### src/rtl/keypad_pkg.sv
// keypad_pkg: shared types and helpers for the matrix keypad scanner.
//   scan_state_e   - per-column slot phases of the scan FSM
//   frame_result_e - classification of one complete scan frame
//   hex_legend()   - key index (row*4+col) to legend nibble for the standard 4x4 pad
package keypad_pkg;

    typedef enum logic [1:0] {
        SCAN_DRIVE  = 2'd0,   // column driven, rows settling
        SCAN_SAMPLE = 2'd1,   // synchronized rows captured into the bitmap
        SCAN_HOLD   = 2'd2    // waiting out the rest of the column slot
    } scan_state_e;

    typedef enum logic [1:0] {
        FRAME_NONE   = 2'd0,
        FRAME_SINGLE = 2'd1,
        FRAME_MULTI  = 2'd2
    } frame_result_e;

    // Legend of the standard 4x4 pad. Columns read top to bottom:
    // col0 = 1,4,7,0  col1 = 2,5,8,F  col2 = 3,6,9,E  col3 = A,B,C,D
    function automatic logic [3:0] hex_legend(input logic [3:0] idx);
        logic [3:0] legend;
        case (idx)
            4'd0:    legend = 4'h1;
            4'd1:    legend = 4'h2;
            4'd2:    legend = 4'h3;
            4'd3:    legend = 4'hA;
            4'd4:    legend = 4'h4;
            4'd5:    legend = 4'h5;
            4'd6:    legend = 4'h6;
            4'd7:    legend = 4'hB;
            4'd8:    legend = 4'h7;
            4'd9:    legend = 4'h8;
            4'd10:   legend = 4'h9;
            4'd11:   legend = 4'hC;
            4'd12:   legend = 4'h0;
            4'd13:   legend = 4'hF;
            4'd14:   legend = 4'hE;
            default: legend = 4'hD;
        endcase
        return legend;
    endfunction

endpackage

### src/rtl/keypad_frame_debounce.sv
// keypad_frame_debounce: frame-level debounce, one-shot reporting, multi-key
// rejection and optional auto-repeat.
//   clk, rst_n   - clock, synchronous active-low reset
//   frame_end    - one-cycle strobe, frame_result/frame_idx valid with it
//   frame_result - NONE / SINGLE / MULTI for the frame just completed
//   frame_idx    - key index when SINGLE, zero otherwise
//   key_valid    - one-cycle report pulse (first press and each repeat)
//   key_idx      - index of the last report, held between reports
//   key_held     - a debounced single key is down
//   multi_key    - last debounced frame held more than one key
module keypad_frame_debounce
    import keypad_pkg::*;
#(
    parameter int IDX_W           = 4,
    parameter int DEBOUNCE_FRAMES = 4,
    parameter int REPEAT_EN       = 0,
    parameter int REPEAT_DELAY    = 500,
    parameter int REPEAT_RATE     = 100
) (
    input  logic             clk,
    input  logic             rst_n,
    input  logic             frame_end,
    input  frame_result_e    frame_result,
    input  logic [IDX_W-1:0] frame_idx,
    output logic             key_valid,
    output logic [IDX_W-1:0] key_idx,
    output logic             key_held,
    output logic             multi_key
);

    localparam int REP_MAX = (REPEAT_DELAY > REPEAT_RATE) ? REPEAT_DELAY : REPEAT_RATE;
    localparam int RW      = $clog2(REP_MAX + 1);
    localparam int SW      = $clog2(DEBOUNCE_FRAMES + 1);

    frame_result_e    prev_result;
    logic [IDX_W-1:0] prev_idx;
    logic [SW-1:0]    stable_cnt;
    logic             armed;
    logic [RW-1:0]    rep_cnt;     // frames since report or since last repeat
    logic             rep_first;   // next repeat uses REPEAT_DELAY, not REPEAT_RATE

    logic [SW-1:0]    cnt_next;
    logic             settled;
    logic             report;
    logic             release_ev;
    logic             multi_ev;
    logic [RW-1:0]    rep_inc;
    logic [RW-1:0]    rep_limit;
    logic             rep_fire;

    always_comb begin
        cnt_next   = SW'(1);
        settled    = 1'b0;
        report     = 1'b0;
        release_ev = 1'b0;
        multi_ev   = 1'b0;
        rep_inc    = RW'(rep_cnt + RW'(1));
        rep_limit  = rep_first ? RW'(REPEAT_DELAY) : RW'(REPEAT_RATE);
        rep_fire   = 1'b0;

        // A SINGLE result only matches when the key index matches too, so
        // sliding from one key to another restarts the debounce.
        if ((frame_result == prev_result) && (frame_idx == prev_idx)) begin
            if (stable_cnt == SW'(DEBOUNCE_FRAMES))
                cnt_next = stable_cnt;
            else
                cnt_next = SW'(stable_cnt + SW'(1));
        end

        settled    = (cnt_next == SW'(DEBOUNCE_FRAMES));
        report     = settled && (frame_result == FRAME_SINGLE) && armed;
        release_ev = settled && (frame_result == FRAME_NONE);
        multi_ev   = settled && (frame_result == FRAME_MULTI);

        // Repeats never coincide with a report or with key_held falling.
        rep_fire = (REPEAT_EN != 0) && key_held && !report && !release_ev &&
                   !multi_ev && (rep_inc >= rep_limit);
    end

    always_ff @(posedge clk) begin
        if (!rst_n) begin
            prev_result <= FRAME_NONE;
            prev_idx    <= '0;
            stable_cnt  <= '0;
            armed       <= 1'b1;
            rep_cnt     <= '0;
            rep_first   <= 1'b1;
            key_valid   <= 1'b0;
            key_idx     <= '0;
            key_held    <= 1'b0;
            multi_key   <= 1'b0;
        end else begin
            key_valid <= 1'b0;
            if (frame_end) begin
                prev_result <= frame_result;
                prev_idx    <= frame_idx;
                stable_cnt  <= cnt_next;

                if (report) begin
                    key_valid <= 1'b1;
                    key_idx   <= frame_idx;
                    key_held  <= 1'b1;
                    armed     <= 1'b0;
                end
                if (release_ev) begin
                    key_held  <= 1'b0;
                    multi_key <= 1'b0;
                    armed     <= 1'b1;
                end
                if (multi_ev) begin
                    key_held  <= 1'b0;
                    multi_key <= 1'b1;
                end

                if (report || release_ev || multi_ev || !key_held) begin
                    rep_cnt   <= '0;
                    rep_first <= 1'b1;
                end else if (rep_fire) begin
                    key_valid <= 1'b1;
                    rep_cnt   <= '0;
                    rep_first <= 1'b0;
                end else if (REPEAT_EN != 0) begin
                    rep_cnt   <= rep_inc;
                end
            end
        end
    end

endmodule

### src/rtl/keypad_scanner.sv
// keypad_scanner: matrix keypad scanner. Drives one active-low column per
// slot, samples synchronized active-low rows into a frame bitmap, classifies
// each frame and hands it to keypad_frame_debounce.
//   clk, rst_n - clock, synchronous active-low reset
//   row        - keypad rows, active-low, asynchronous
//   col        - column drive, active-low, at most one bit low
//   key_valid  - one-cycle report pulse
//   key_idx    - reported key, row*N_COLS+col, held until next report
//   key_held   - debounced single key down
//   multi_key  - last debounced frame held several keys
// SETTLE_CYCLES must be >= 3 (two synchronizer stages plus settling) and
// below SCAN_CYCLES.
module keypad_scanner
    import keypad_pkg::*;
#(
    parameter int N_ROWS          = 4,
    parameter int N_COLS          = 4,
    parameter int SCAN_CYCLES     = 100000,
    parameter int SETTLE_CYCLES   = 8,
    parameter int DEBOUNCE_FRAMES = 4,
    parameter int REPEAT_EN       = 0,
    parameter int REPEAT_DELAY    = 500,
    parameter int REPEAT_RATE     = 100
) (
    input  logic                                clk,
    input  logic                                rst_n,
    input  logic [N_ROWS-1:0]                   row,
    output logic [N_COLS-1:0]                   col,
    output logic                                key_valid,
    output logic [$clog2(N_ROWS*N_COLS)-1:0]    key_idx,
    output logic                                key_held,
    output logic                                multi_key
);

    localparam int KEYS  = N_ROWS * N_COLS;
    localparam int IDX_W = $clog2(KEYS);
    localparam int CW    = (N_COLS > 1) ? $clog2(N_COLS) : 1;
    localparam int TW    = $clog2(SCAN_CYCLES);

    logic [N_ROWS-1:0] row_meta;
    logic [N_ROWS-1:0] row_sync;

    // scan_en is low only in the first cycle after reset; it holds the slot
    // counters at t=0 while the column register loads, so the column goes low
    // exactly when slot 0 begins.
    logic              scan_en;
    scan_state_e       state, state_next;
    logic [TW-1:0]     t_cnt, t_next;
    logic [CW-1:0]     c_cnt, c_next;
    logic              frame_end;

    logic [KEYS-1:0]   frame_bits, frame_next;
    logic [1:0]        hits;        // saturates at 2: "more than one"
    logic [IDX_W-1:0]  hit_idx;
    frame_result_e     frame_result;
    logic [IDX_W-1:0]  frame_idx;

    // Scan FSM: next state and slot/column counters.
    always_comb begin
        state_next = state;
        t_next     = t_cnt;
        c_next     = c_cnt;
        frame_end  = 1'b0;
        if (scan_en) begin
            if (t_cnt == TW'(SCAN_CYCLES - 1)) begin
                t_next     = '0;
                state_next = SCAN_DRIVE;
                if (c_cnt == CW'(N_COLS - 1)) begin
                    c_next    = '0;
                    frame_end = 1'b1;
                end else begin
                    c_next = CW'(c_cnt + CW'(1));
                end
            end else begin
                t_next = TW'(t_cnt + TW'(1));
                case (state)
                    SCAN_DRIVE:  if (t_cnt == TW'(SETTLE_CYCLES - 1)) state_next = SCAN_SAMPLE;
                    SCAN_SAMPLE: state_next = SCAN_HOLD;
                    default:     state_next = SCAN_HOLD;
                endcase
            end
        end
    end

    // Frame bitmap update: the active column's bits are overwritten each
    // slot, so the map is complete by the frame-end strobe without clearing.
    always_comb begin
        frame_next = frame_bits;
        if (state == SCAN_SAMPLE) begin
            for (int r = 0; r < N_ROWS; r++) begin
                for (int c = 0; c < N_COLS; c++) begin
                    if (CW'(c) == c_cnt)
                        frame_next[r*N_COLS + c] = ~row_sync[r];
                end
            end
        end
    end

    // Frame classification.
    always_comb begin
        hits    = 2'd0;
        hit_idx = '0;
        for (int i = 0; i < KEYS; i++) begin
            if (frame_bits[i]) begin
                if (hits == 2'd0) hit_idx = IDX_W'(i);
                if (hits != 2'd2) hits = hits + 2'd1;
            end
        end
        frame_result = FRAME_NONE;
        frame_idx    = '0;
        if (hits == 2'd1) begin
            frame_result = FRAME_SINGLE;
            frame_idx    = hit_idx;
        end else if (hits == 2'd2) begin
            frame_result = FRAME_MULTI;
        end
    end

    always_ff @(posedge clk) begin
        if (!rst_n) begin
            row_meta   <= '1;
            row_sync   <= '1;
            scan_en    <= 1'b0;
            state      <= SCAN_DRIVE;
            t_cnt      <= '0;
            c_cnt      <= '0;
            col        <= '1;
            frame_bits <= '0;
        end else begin
            row_meta   <= row;
            row_sync   <= row_meta;
            scan_en    <= 1'b1;
            state      <= state_next;
            t_cnt      <= t_next;
            c_cnt      <= c_next;
            col        <= ~(N_COLS'(1) << c_next);
            frame_bits <= frame_next;
        end
    end

    keypad_frame_debounce #(
        .IDX_W           (IDX_W),
        .DEBOUNCE_FRAMES (DEBOUNCE_FRAMES),
        .REPEAT_EN       (REPEAT_EN),
        .REPEAT_DELAY    (REPEAT_DELAY),
        .REPEAT_RATE     (REPEAT_RATE)
    ) u_debounce (
        .clk          (clk),
        .rst_n        (rst_n),
        .frame_end    (frame_end),
        .frame_result (frame_result),
        .frame_idx    (frame_idx),
        .key_valid    (key_valid),
        .key_idx      (key_idx),
        .key_held     (key_held),
        .multi_key    (multi_key)
    );

endmodule

### config.mk
export PLATFORM = sky130hd
export DESIGN_NAME = keypad_scanner
export DESIGN_NICKNAME = d
export VERILOG_FILES = /design/src/rtl/keypad_pkg.sv /design/src/rtl/keypad_frame_debounce.sv /design/src/rtl/keypad_scanner.sv
export SDC_FILE = /design/constraint.sdc
export NUM_CORES = 1
export LEC_CHECK = 0
export BUFFER_PORTS_ARGS = -buffer_cell sky130_fd_sc_hd__buf_4
export CAP_MARGIN = 40
export CORE_UTILIZATION = 52
export DETAILED_ROUTE_END_ITERATION = 8
export GPL_TIMING_DRIVEN = 0
export PLACE_DENSITY = 0.72
export SLEW_MARGIN = 5
export SYNTH_ARGS = -nofsm -noshare
export SYNTH_HDL_FRONTEND = slang
export SYNTH_SLANG_ARGS = --single-unit
### constraint.sdc
create_clock -name clk -period 9.7 [get_ports clk]
set_input_delay 0.97 -clock clk [delete_from_list [all_inputs] [get_ports clk]]
set_output_delay 0.97 -clock clk [all_outputs]
set_load 0.005 [all_outputs]
==> results of run 1 <==
[power by group]
group          total, mW  leakage [nW]  internal [mW]  switching [mW]
logic             0.0129          1.40        0.00496         0.00789
registers          0.280         0.543          0.278         0.00182
clock network      0.223        0.0991          0.124          0.0991
total              0.516          2.04          0.407           0.109
[logic make-up (layout without fill, tap and decap cells)]
family | count (synthesis) | after routing
multiplexers | 10 | 10
AND/OR/NAND/NOR | 301 | 301
XOR/XNOR | 31 | 31
flip-flops | 67 | 67
adder cells (fa/ha/maj) | 16 | 16
AO/OA/AOI/OAI | 211 | 211
buffers and inverters | 68 | 101
[critical path: cells and delay by family, from the launching register on]
kind | cells | cell delay [ns]
compound gates | 18 | 4.60
simple gates | 6 | 1.56
fa+ha+maj | 2 | 0.68
mux | 1 | 0.48
flops | 1 | 0.42
buf+inv | 4 | 0.42
xor+xnor | 1 | 0.26
[cells in the final DEF, fill, tap and decap left out, drive strengths merged, types with 14 or more instances in the layout]
cell type	count
nand2b	14
xnor2	18
clkbuf	41
nor3	17
ha	16
o21ai	36
nand2	71
a21oi	39
dfxtp	67
and2	18
a211oi	25
buf	26
nor2	80
nand3	31
inv	27
[stage by stage]
stage / utilization / cell area [um^2] / cells / setup slack (ns) / power (mW)
4_1_cts: 0.591 / 5830 / 870 / 1.34 / 0.522
5_1_grt: 0.591 / 5830 / 870 / 0.428 / 0.536
3_5_place_dp: 0.572 / 5640 / 854 / 1.39 / 0.299
6_report: 0.591 / 5830 / 870 / 1.14 / 0.516
3_3_place_gp: 0.571 / 5640 / 853 / 1.55 / 0.298
2_1_floorplan: - / 5350 / 704 / 2.50 / 0.293
[area by class of cell]
class	count	share of cell area
multi-input cells	569	0.639
flip-flops and latches	67	0.230
plain buffers	39	0.0294
well taps	133	0.0285
clock buffers	11	0.0242
repair buffers	17	0.0214
inverters	29	0.0187
clock inverters	5	0.00901
[state kept, by name, indices dropped and copies added (netlist names)]
register	flops
c_cnt	2
col	4
frame_bits	16
row_meta	4
row_sync	4
scan_en	1
state	2
t_cnt	17
u_debounce.armed	1
u_debounce.key_held	1
u_debounce.key_idx	4
u_debounce.key_valid	1
u_debounce.multi_key	1
u_debounce.prev_idx	4
u_debounce.prev_result	2
u_debounce.stable_cnt	3
[worst paths after layout]
check / end / slack [ns] / depth (start not counted)
setup / recovery: u_debounce.stable_cnt[0] / 1.14 / 32
hold / removal: row_sync[1] / 0.40 / 1
setup reg to reg: u_debounce.stable_cnt[0] / 1.14 / 32
hold reg to reg: row_sync[1] / 0.40 / 1
[per-layer routing]
metal	routed length, um	up-vias
met1	6020	2467
met2	6110	164
met5	0	-
li1	-	2662
met3	689	15
met4	172	0
==> impl_metrics.json, run 1 <==
{
  "hpwl_mm": 9.78,
  "maxCapViolCount": 0,
  "yosysTopAreaCell": "dfxtp_1",
  "synth_cell_type_count": 96,
  "crit_fanout": 9,
  "cts_setup_buffers": 0,
  "gp_congestion": 0.885,
  "grt_max_degree": 12,
  "totalWireLength_mm": 13.0,
  "synth.most_common_cell": "nor2_1",
  "gr-total-overflow": 0,
  "hold_buffers": 0,
  "synth_cells": 704,
  "synth-compound-area-share": 0.298,
  "ys_seq_elements": 67,
  "first_pass_iters": 5,
  "floorplan.initialDensity": 0.542,
  "area.growth.synth_to_final_pct": 9.08,
  "synth_edf_count": 0,
  "crit_path_start_kind": "flop",
  "use_met1": 0.348,
  "post_drt_wl_per_cell_um": 14.9,
  "fillers": 891,
  "power-per-cell-area_nw_per_um2": 88.4,
  "ant_nets": 0,
  "gr-usage-met3": 0.0430,
  "syn-num-nets": 726,
  "busiest_layer": "met2",
  "via_count": 5308,
  "worstMarginPinSlew_ns": 0.972,
  "port_buffers": 16,
  "clockBufferDepth": 2,
  "synthTopCellsByArea": "dfxtp_1 25%, nor2_1 5.6%, nand2_1 5.0%, ha_1 3.7%, a21oi_1 3.5%",
  "cts-root-buf": "clkbuf_8",
  "worstPathArrival_ns": 8.79,
  "min_period_over_period": 0.882,
  "drc": 0,
  "slew-limit-headroom": 0.350,
  "yosys_warnings": 0,
  "synth_flop_cell": "dfxtp_1",
  "cp_common_cell": "o21ai_0",
  "grt_pass1_wl_mm": 21.9,
  "critPathRequiredTime_ns": 9.93,
  "rows": 36,
  "synth_top_family_by_area": "compound AO/OA/AOI/OAI gates",
  "rsz0062_at_grt": "no",
  "ios": 17,
  "synthAdderAreaFrac": 0.0374,
  "finalClockSkew_ns": 0.00567,
  "nNetsFinal": 754,
  "drtIter0Drc": 279,
  "min-delay-start": "row_meta[1]",
  "maxSlewViolCount": 0,
  "slowest_delay_ns": 0.83,
  "grt_pass1_vias": 4745,
  "die_h_um": 103,
  "tns_ns": 0,
  "hp-class": "reg2reg",
  "synthSimpleGateAreaFrac": 0.287,
  "antenna_found_initial": 0,
  "fin_hold_ws_ns": 0.402,
  "clkSinkCount": 67,
  "endpoint_kind": "flop",
  "vias_per_cell": 6.10,
  "fin_crit_ns": 8.56,
  "cts_tree": "done",
  "track_usage": 0.257,
  "multi_input_area_um2": 3730,
  "cts_resized": 0,
  "clock_latency_ns": 0.34,
  "clk_pin_slew_ns": 0.07,
  "die_area_um2": 10700,
  "core_um2": 9860,
  "fmax_mhz": 117,
  "ir_worst_vdd_v": 0.000193,
  "netlist_area_um2": 5350,
  "synth-xor-area-share": 0.0536,
  "final-setup-viol-count": 0,
  "async_flop_share": 0,
  "startpoint": "frame_bits[1]",
  "antenna_cells": 0,
  "hold_viol_final": 0,
  "ff_latch_area_um2": 1340,
  "synth_common_cells": "80 x nor2_1, 71 x nand2_1, 67 x dfxtp_1",
  "cp_slowest_cell": "a2111oi_1",
  "drive_above_1_share": 0.107,
  "netlist.area_leader.share": 0.251,
  "path_class": "reg2reg",
  "cts_made_buffers": 9,
  "ys_seq_area_frac": 0.251,
  "die_x_um": 103,
  "use_met2": 0.420,
  "status": "completed",
  "syn_avg_cell_area_um2": 7.60,
  "worstReg2RegStart": "frame_bits[1]",
  "leakage_nw": 2.04,
  "synthMuxAreaShare": 0.0213,
  "h-tree-depth": 3
}
No activity file was read; power rests on OpenSTA's default activity.
==> inputs of run 2 (changes only) <==
Settings changed: CELL_PAD_IN_SITES_DETAIL_PLACEMENT set to 0, CELL_PAD_IN_SITES_GLOBAL_PLACEMENT set to 2, CORE_UTILIZATION 52 to 38, PLACE_DENSITY 0.72 to 0.83, SYNTH_HIERARCHICAL set to 1.
==> run 2 against run 1 <==
Register-to-register slack better by 1.1 ns. Critical path depth down 6. Combinational power about the same. Clock-buffer cell count up 1. Highest routed layer unchanged.
==> impl_metrics.json, run 2 <==
{
  "fin_crit_ns": 7.45,
  "gr-total-overflow": 0,
  "die_x_um": 118,
  "power-per-cell-area_nw_per_um2": 109,
  "finalClockSkew_ns": 0.00717,
  "hpwl_mm": 9.60,
  "h-tree-depth": 3,
  "syn-num-nets": 655,
  "clockBufferDepth": 2,
  "endpoint_kind": "flop",
  "first_pass_iters": 5,
  "path_class": "reg2reg",
  "hold_viol_final": 0,
  "cts-root-buf": "clkbuf_16",
  "tns_ns": 0,
  "worstPathArrival_ns": 7.71,
  "cts_tree": "done",
  "post_drt_wl_per_cell_um": 15.0,
  "vias_per_cell": 5.65,
  "grt_max_degree": 12,
  "die_h_um": 118,
  "track_usage": 0.186,
  "maxSlewViolCount": 0,
  "cts_setup_buffers": 0,
  "use_met1": 0.254,
  "slew-limit-headroom": 0.553,
  "nNetsFinal": 682,
  "yosysTopAreaCell": "dfxtp_1",
  "cts_resized": 0,
  "synth_common_cells": "74 x nor2_1, 67 x dfxtp_1, 61 x nand2_1",
  "floorplan.initialDensity": 0.396,
  "core_um2": 12800,
  "port_buffers": 16,
  "yosys_warnings": 6,
  "final_cell_mix": "74 x nor2_1, 67 x dfxtp_1, 61 x nand2_1",
  "rsz0062_at_grt": "no",
  "totalWireLength_mm": 12.6,
  "busiest_layer": "met2",
  "ios": 17,
  "synth_cell_type_count": 99,
  "netlist.area_leader.share": 0.264,
  "post-route-util": 0.446,
  "final-setup-viol-count": 0,
  "synth.most_common_cell": "nor2_1",
  "dp_cells": 825,
  "clk_pin_slew_ns": 0.06,
  "status": "completed",
  "drc": 0,
  "critPathRequiredTime_ns": 9.96,
  "clock_latency_ns": 0.33,
  "drtIter0Drc": 395,
  "hold_buffers": 0,
  "synth_flop_cell": "dfxtp_1",
  "area.growth.synth_to_final_pct": 12.6,
  "cts_made_buffers": 9,
  "gp_congestion": 0.875,
  "ant_nets": 0,
  "fillers": 1351,
  "ir_worst_vdd_v": 0.000109,
  "antenna_cells": 0,
  "crit_path_start_kind": "flop",
  "synth_cells": 637,
  "final_common_cell": "nor2_1",
  "hp-class": "reg2reg",
  "fmax_mhz": 134,
  "ys_seq_elements": 67,
  "fin_cells": 841,
  "leakage_nw": 2.06,
  "grt_pass1_wl_mm": 21.5,
  "slowest_delay_ns": 0.61,
  "regMostFlops": "t_cnt",
  "synthTopCellsByArea": "dfxtp_1 26%, nor2_1 5.5%, nand2_1 4.5%, mux2i_1 3.4%, a211oi_1 3.0%",
  "die_area_um2": 13800,
  "grt_pass1_vias": 4381,
  "via_count": 4750,
  "async_flop_share": 0,
  "cp_slowest_cell": "a311oi_1",
  "crit_fanout": 8,
  "reg_top3": "t_cnt (17), frame_bits (16)",
  "drive_above_1_share": 0.126,
  "clkSinkCount": 67,
  "use_met2": 0.301,
  "syn_avg_cell_area_um2": 7.97,
  "netlist_area_um2": 5080,
  "gr-usage-met3": 0.0257,
  "ys_seq_area_frac": 0.264,
  "rows": 41,
  "synth_edf_count": 0,
  "antenna_found_initial": 0,
  "largest_reg_flops": 17,
  "maxCapViolCount": 0,
  "min_period_over_period": 0.768,
  "worstMarginPinSlew_ns": 0.666
}
-- run 2: cell count changes after synthesis, moves of 10 or more --
cell | previous run | this run
nand3_1 | 30 | 16
a21oi_1 | 37 | 24
mux2i_1 | 4 | 17
inv_1 | 27 | 14
o21ai_0 | 32 | 21
nand2_1 | 71 | 61
o21a_1 | 13 | 3
-- run 2: cell families after synthesis --
| kind of cell | after synthesis | share of synthesized area |
|---|---|---|
| AOI/OAI and AO/OA | 179 | 0.271 |
| xor gates and xnor gates | 34 | 0.0675 |
| adders and majority gates | 12 | 0.0296 |
| buffers and inverters | 53 | 0.0463 |
| DFF | 67 | 0.264 |
| muxes | 19 | 0.0385 |
| and+or+nand+nor | 273 | 0.282 |
-- run 2: critical path: cells and delay by family (launching register included) --
family | cells | cell delay (ns)
xor gates and xnor gates | 2 | 0.53
DFF | 1 | 0.38
AOI/OAI and AO/OA | 10 | 2.80
and+or+nand+nor | 9 | 2.58
muxes | 1 | 0.23
adders and majority gates | 1 | 0.39
buffers and inverters | 3 | 0.43
-- run 2: worst paths after layout --
| check | start | end | slack, ns | depth (start not counted) |
|---|---|---|---|---|
| worst max-delay path | frame_bits[0] | u_debounce/key_idx[1] | 2.25 | 26 |
| worst min register to register | row_meta[3] | row_sync[3] | 0.41 | 1 |
| worst max register to register | frame_bits[0] | u_debounce/key_idx[1] | 2.25 | 26 |
| worst min-delay path | row_meta[3] | row_sync[3] | 0.41 | 1 |
-- run 2: metrics by stage --
step                      cell area [um^2]  hold WS (ns)  total power [mW]  worst slack [ns]
after floorplan                       5080         0.386             0.293              3.21
after global placement                5410         0.398             0.299              2.32
after detailed placement              5410         0.398             0.299              2.31
after CTS                             5720         0.410             0.632              2.26
after global routing                  5720         0.426             0.646              1.73
final                                 5720         0.406             0.621              2.25
-- run 2: area by class of cell --
cell class	count	area [um^2]	area share
flip-flops and latches	67	1340	0.235
well taps	172	215	0.0376
plain buffers	37	175	0.0306
clock inverters	4	48.8	0.00854
clock buffers	12	256	0.0449
repair buffers	16	120	0.0210
inverters	16	60.1	0.0105
multi-input cells	517	3500	0.612
-- run 2: report_power, final --
group          internal [mW]  total (mW)  switching [mW]
sequential             0.278       0.280         0.00183
clock                  0.212       0.329           0.116
combinational        0.00507      0.0127         0.00760
total                  0.496       0.621           0.126
-- run 2: per-layer routing --
metal | wire length [um] | part of all wire | vias up
met3 | 405 | 0.032 | 20
met2 | 5910 | 0.47 | 93
li1 | - | - | 2403
met4 | 225 | 0.018 | 0
met1 | 6070 | 0.48 | 2234
met5 | 0 | 0 | -
==> inputs of run 3 (changes only) <==
Settings changed: CORE_UTILIZATION 38 to 35, PLACE_DENSITY 0.83 to 0.81.
Clock period 9.7 ns to 6 ns, I/O delays scaled along.
==> run 3 against run 2 <==
The flow now finishes with violations (setup timing). Largest power group unchanged. Global-route usage grew 0.48 points. Die area grew 8.4%. Fmax grew 14%. Clock power grew 68%. Final cell count grew 7.1%. Wire length grew 10%. Utilization grew 3.8 points. Cell area grew 18%.
==> impl_metrics.json, run 3 (synthesis gave the netlist of run 2 again) <==
{
  "cp_num_buf_inv": 5,
  "ir_worst_vdd_v": 0.000219,
  "post_drt_wl_per_cell_um": 15.4,
  "nNetsFinal": 734,
  "leakage_nw": 2.42,
  "grt_pass1_vias": 4826,
  "antenna_cells": 0,
  "cts-root-buf": "clkbuf_16",
  "grt_pass1_wl_mm": 23.3,
  "rsz0062_at_grt": "yes",
  "ant_nets": 0,
  "clk_pin_slew_ns": 0.06,
  "path_class": "reg2reg",
  "antenna_found_initial": 0,
  "clkSinkCount": 67,
  "tns_ns": -5.52,
  "cts_tree": "done",
  "final_cell_mix": "69 x nor2_1, 65 x dfxtp_1, 63 x buf_4",
  "maxSlewViolCount": 0,
  "endpoint_kind": "flop",
  "slowest_delay_ns": 0.61,
  "clockBufferDepth": 2,
  "worstPathArrival_ns": 6.76,
  "critPathRequiredTime_ns": 6.22,
  "track_usage": 0.191,
  "status": "finished, violations left",
  "dp_slack_ns": -1.13,
  "via_count": 5030,
  "h-tree-depth": 3,
  "hold_viol_final": 0,
  "min_period_over_period": 1.09,
  "die_area_um2": 15000,
  "clock_latency_ns": 0.32,
  "grt_max_degree": 13,
  "gp_congestion": 0.863,
  "gr-total-overflow": 0,
  "die_h_um": 122,
  "crit_fanout": 7,
  "drive_above_1_share": 0.294,
  "totalWireLength_mm": 13.9,
  "ios": 17,
  "crit_path_start_kind": "flop",
  "fmax_mhz": 153,
  "failed_checks": "setup timing",
  "vias_per_cell": 5.58,
  "maxCapViolCount": 0,
  "slew-limit-headroom": 0.534,
  "port_buffers": 16,
  "hp-class": "reg2reg",
  "rows": 43,
  "final-setup-viol-count": 11,
  "reg_top3": "t_cnt (17), frame_bits (16)",
  "floorplan.initialDensity": 0.363,
  "cts_made_buffers": 9,
  "fillers": 1346,
  "drtIter0Drc": 398,
  "power-per-cell-area_nw_per_um2": 152,
  "fin_ws_ns": -0.540,
  "hold_buffers": 0,
  "first_pass_iters": 5,
  "crit_family": "simple AND/OR/NAND/NOR gates",
  "regMostFlops": "t_cnt",
  "area.growth.synth_to_final_pct": 33.3,
  "hpwl_mm": 9.58,
  "finalClockSkew_ns": 0.00939,
  "fin_crit_ns": 6.54,
  "largest_reg_flops": 17,
  "drc": 0,
  "worstMarginPinSlew_ns": 0.699,
  "cp_slowest_cell": "or4b_4",
  "final_common_cell": "nor2_1",
  "core_um2": 14000,
  "die_x_um": 122
}
==> run 3: changes by cell type in the layout (fill, tap and decap cells not counted), moves of 4 or more <==
| cell | change |
|---|---|
| nor3_2 | +5 |
| a32oi_2 | +4 |
| buf_6 | +7 |
| a32oi_1 | -5 |
| xnor2_2 | +4 |
| buf_4 | +47 |
| nor3_1 | -7 |
| xnor2_1 | -4 |
| nor2_1 | -5 |
==> run 3: cell type report <==
| type | instances | area [um^2] | share of cell area |
|---|---|---|---|
| timing repair buffer | 70 | 561 | 0.0828 |
| clock inverter | 6 | 88.8 | 0.0131 |
| clock buffer | 10 | 229 | 0.0338 |
| tap | 180 | 225 | 0.0333 |
| sequential | 67 | 1350 | 0.199 |
| multi-input combinational | 517 | 4080 | 0.602 |
| buffer | 35 | 174 | 0.0257 |
| inverter | 16 | 65.1 | 0.00961 |
==> run 3: final timing paths <==
kind / end / cells after the start / start / slack (ns)
max reg2reg: u_debounce/key_held / 28 / frame_bits[1] / -0.54
max: u_debounce/key_held / 28 / frame_bits[1] / -0.54
min reg2reg: row_sync[0] / 1 / row_meta[0] / 0.40
min: row_sync[0] / 1 / row_meta[0] / 0.40
==> run 3: per-layer routing <==
layer  up-vias  GRT usage  routed length, um
met5         -          0                  0
li1       2506          -                  -
met4         0     0.0694                335
met3        29     0.0218                407
met1      2382      0.256               6580
met2       113      0.315               6570
==> run 3: what timing repair did <==
item	CTS	global route
gates resized for setup	49	50
setup endpoints to repair	17	17
gates cloned	0	0
pin swaps	35	41
setup buffers	33	22
==> run 3: per-stage QoR <==
stage / cells / instance area [um^2] / power [mW] / util / hold WS, ns
2_1_floorplan: 637 / 5170 / 0.474 / - / 0.386
3_3_place_gp: 833 / 5520 / 0.483 / 0.395 / 0.391
3_5_place_dp: 833 / 5520 / 0.483 / 0.395 / 0.395
4_1_cts: 880 / 6350 / 1.04 / 0.454 / 0.409
5_1_grt: 901 / 6770 / 1.07 / 0.484 / 0.430
6_report: 901 / 6770 / 1.03 / 0.484 / 0.404
==> run 3: worst register-to-register path, delay by kind of cell, from the launching register on <==
family / cells / cell delay, ns
DFF: 1 / 0.36
AOI/OAI and AO/OA: 12 / 2.36
xor gates and xnor gates: 2 / 0.45
adders and majority gates: 1 / 0.26
and+or+nand+nor: 8 / 2.35
buffers and inverters: 5 / 0.67
==> run 3: where the power goes <==
group	internal, mW	switching, mW	total (mW)
Clock	0.364	0.190	0.554
Combinational	0.00866	0.0123	0.0209
Sequential	0.449	0.00302	0.452
Total	0.822	0.205	1.03
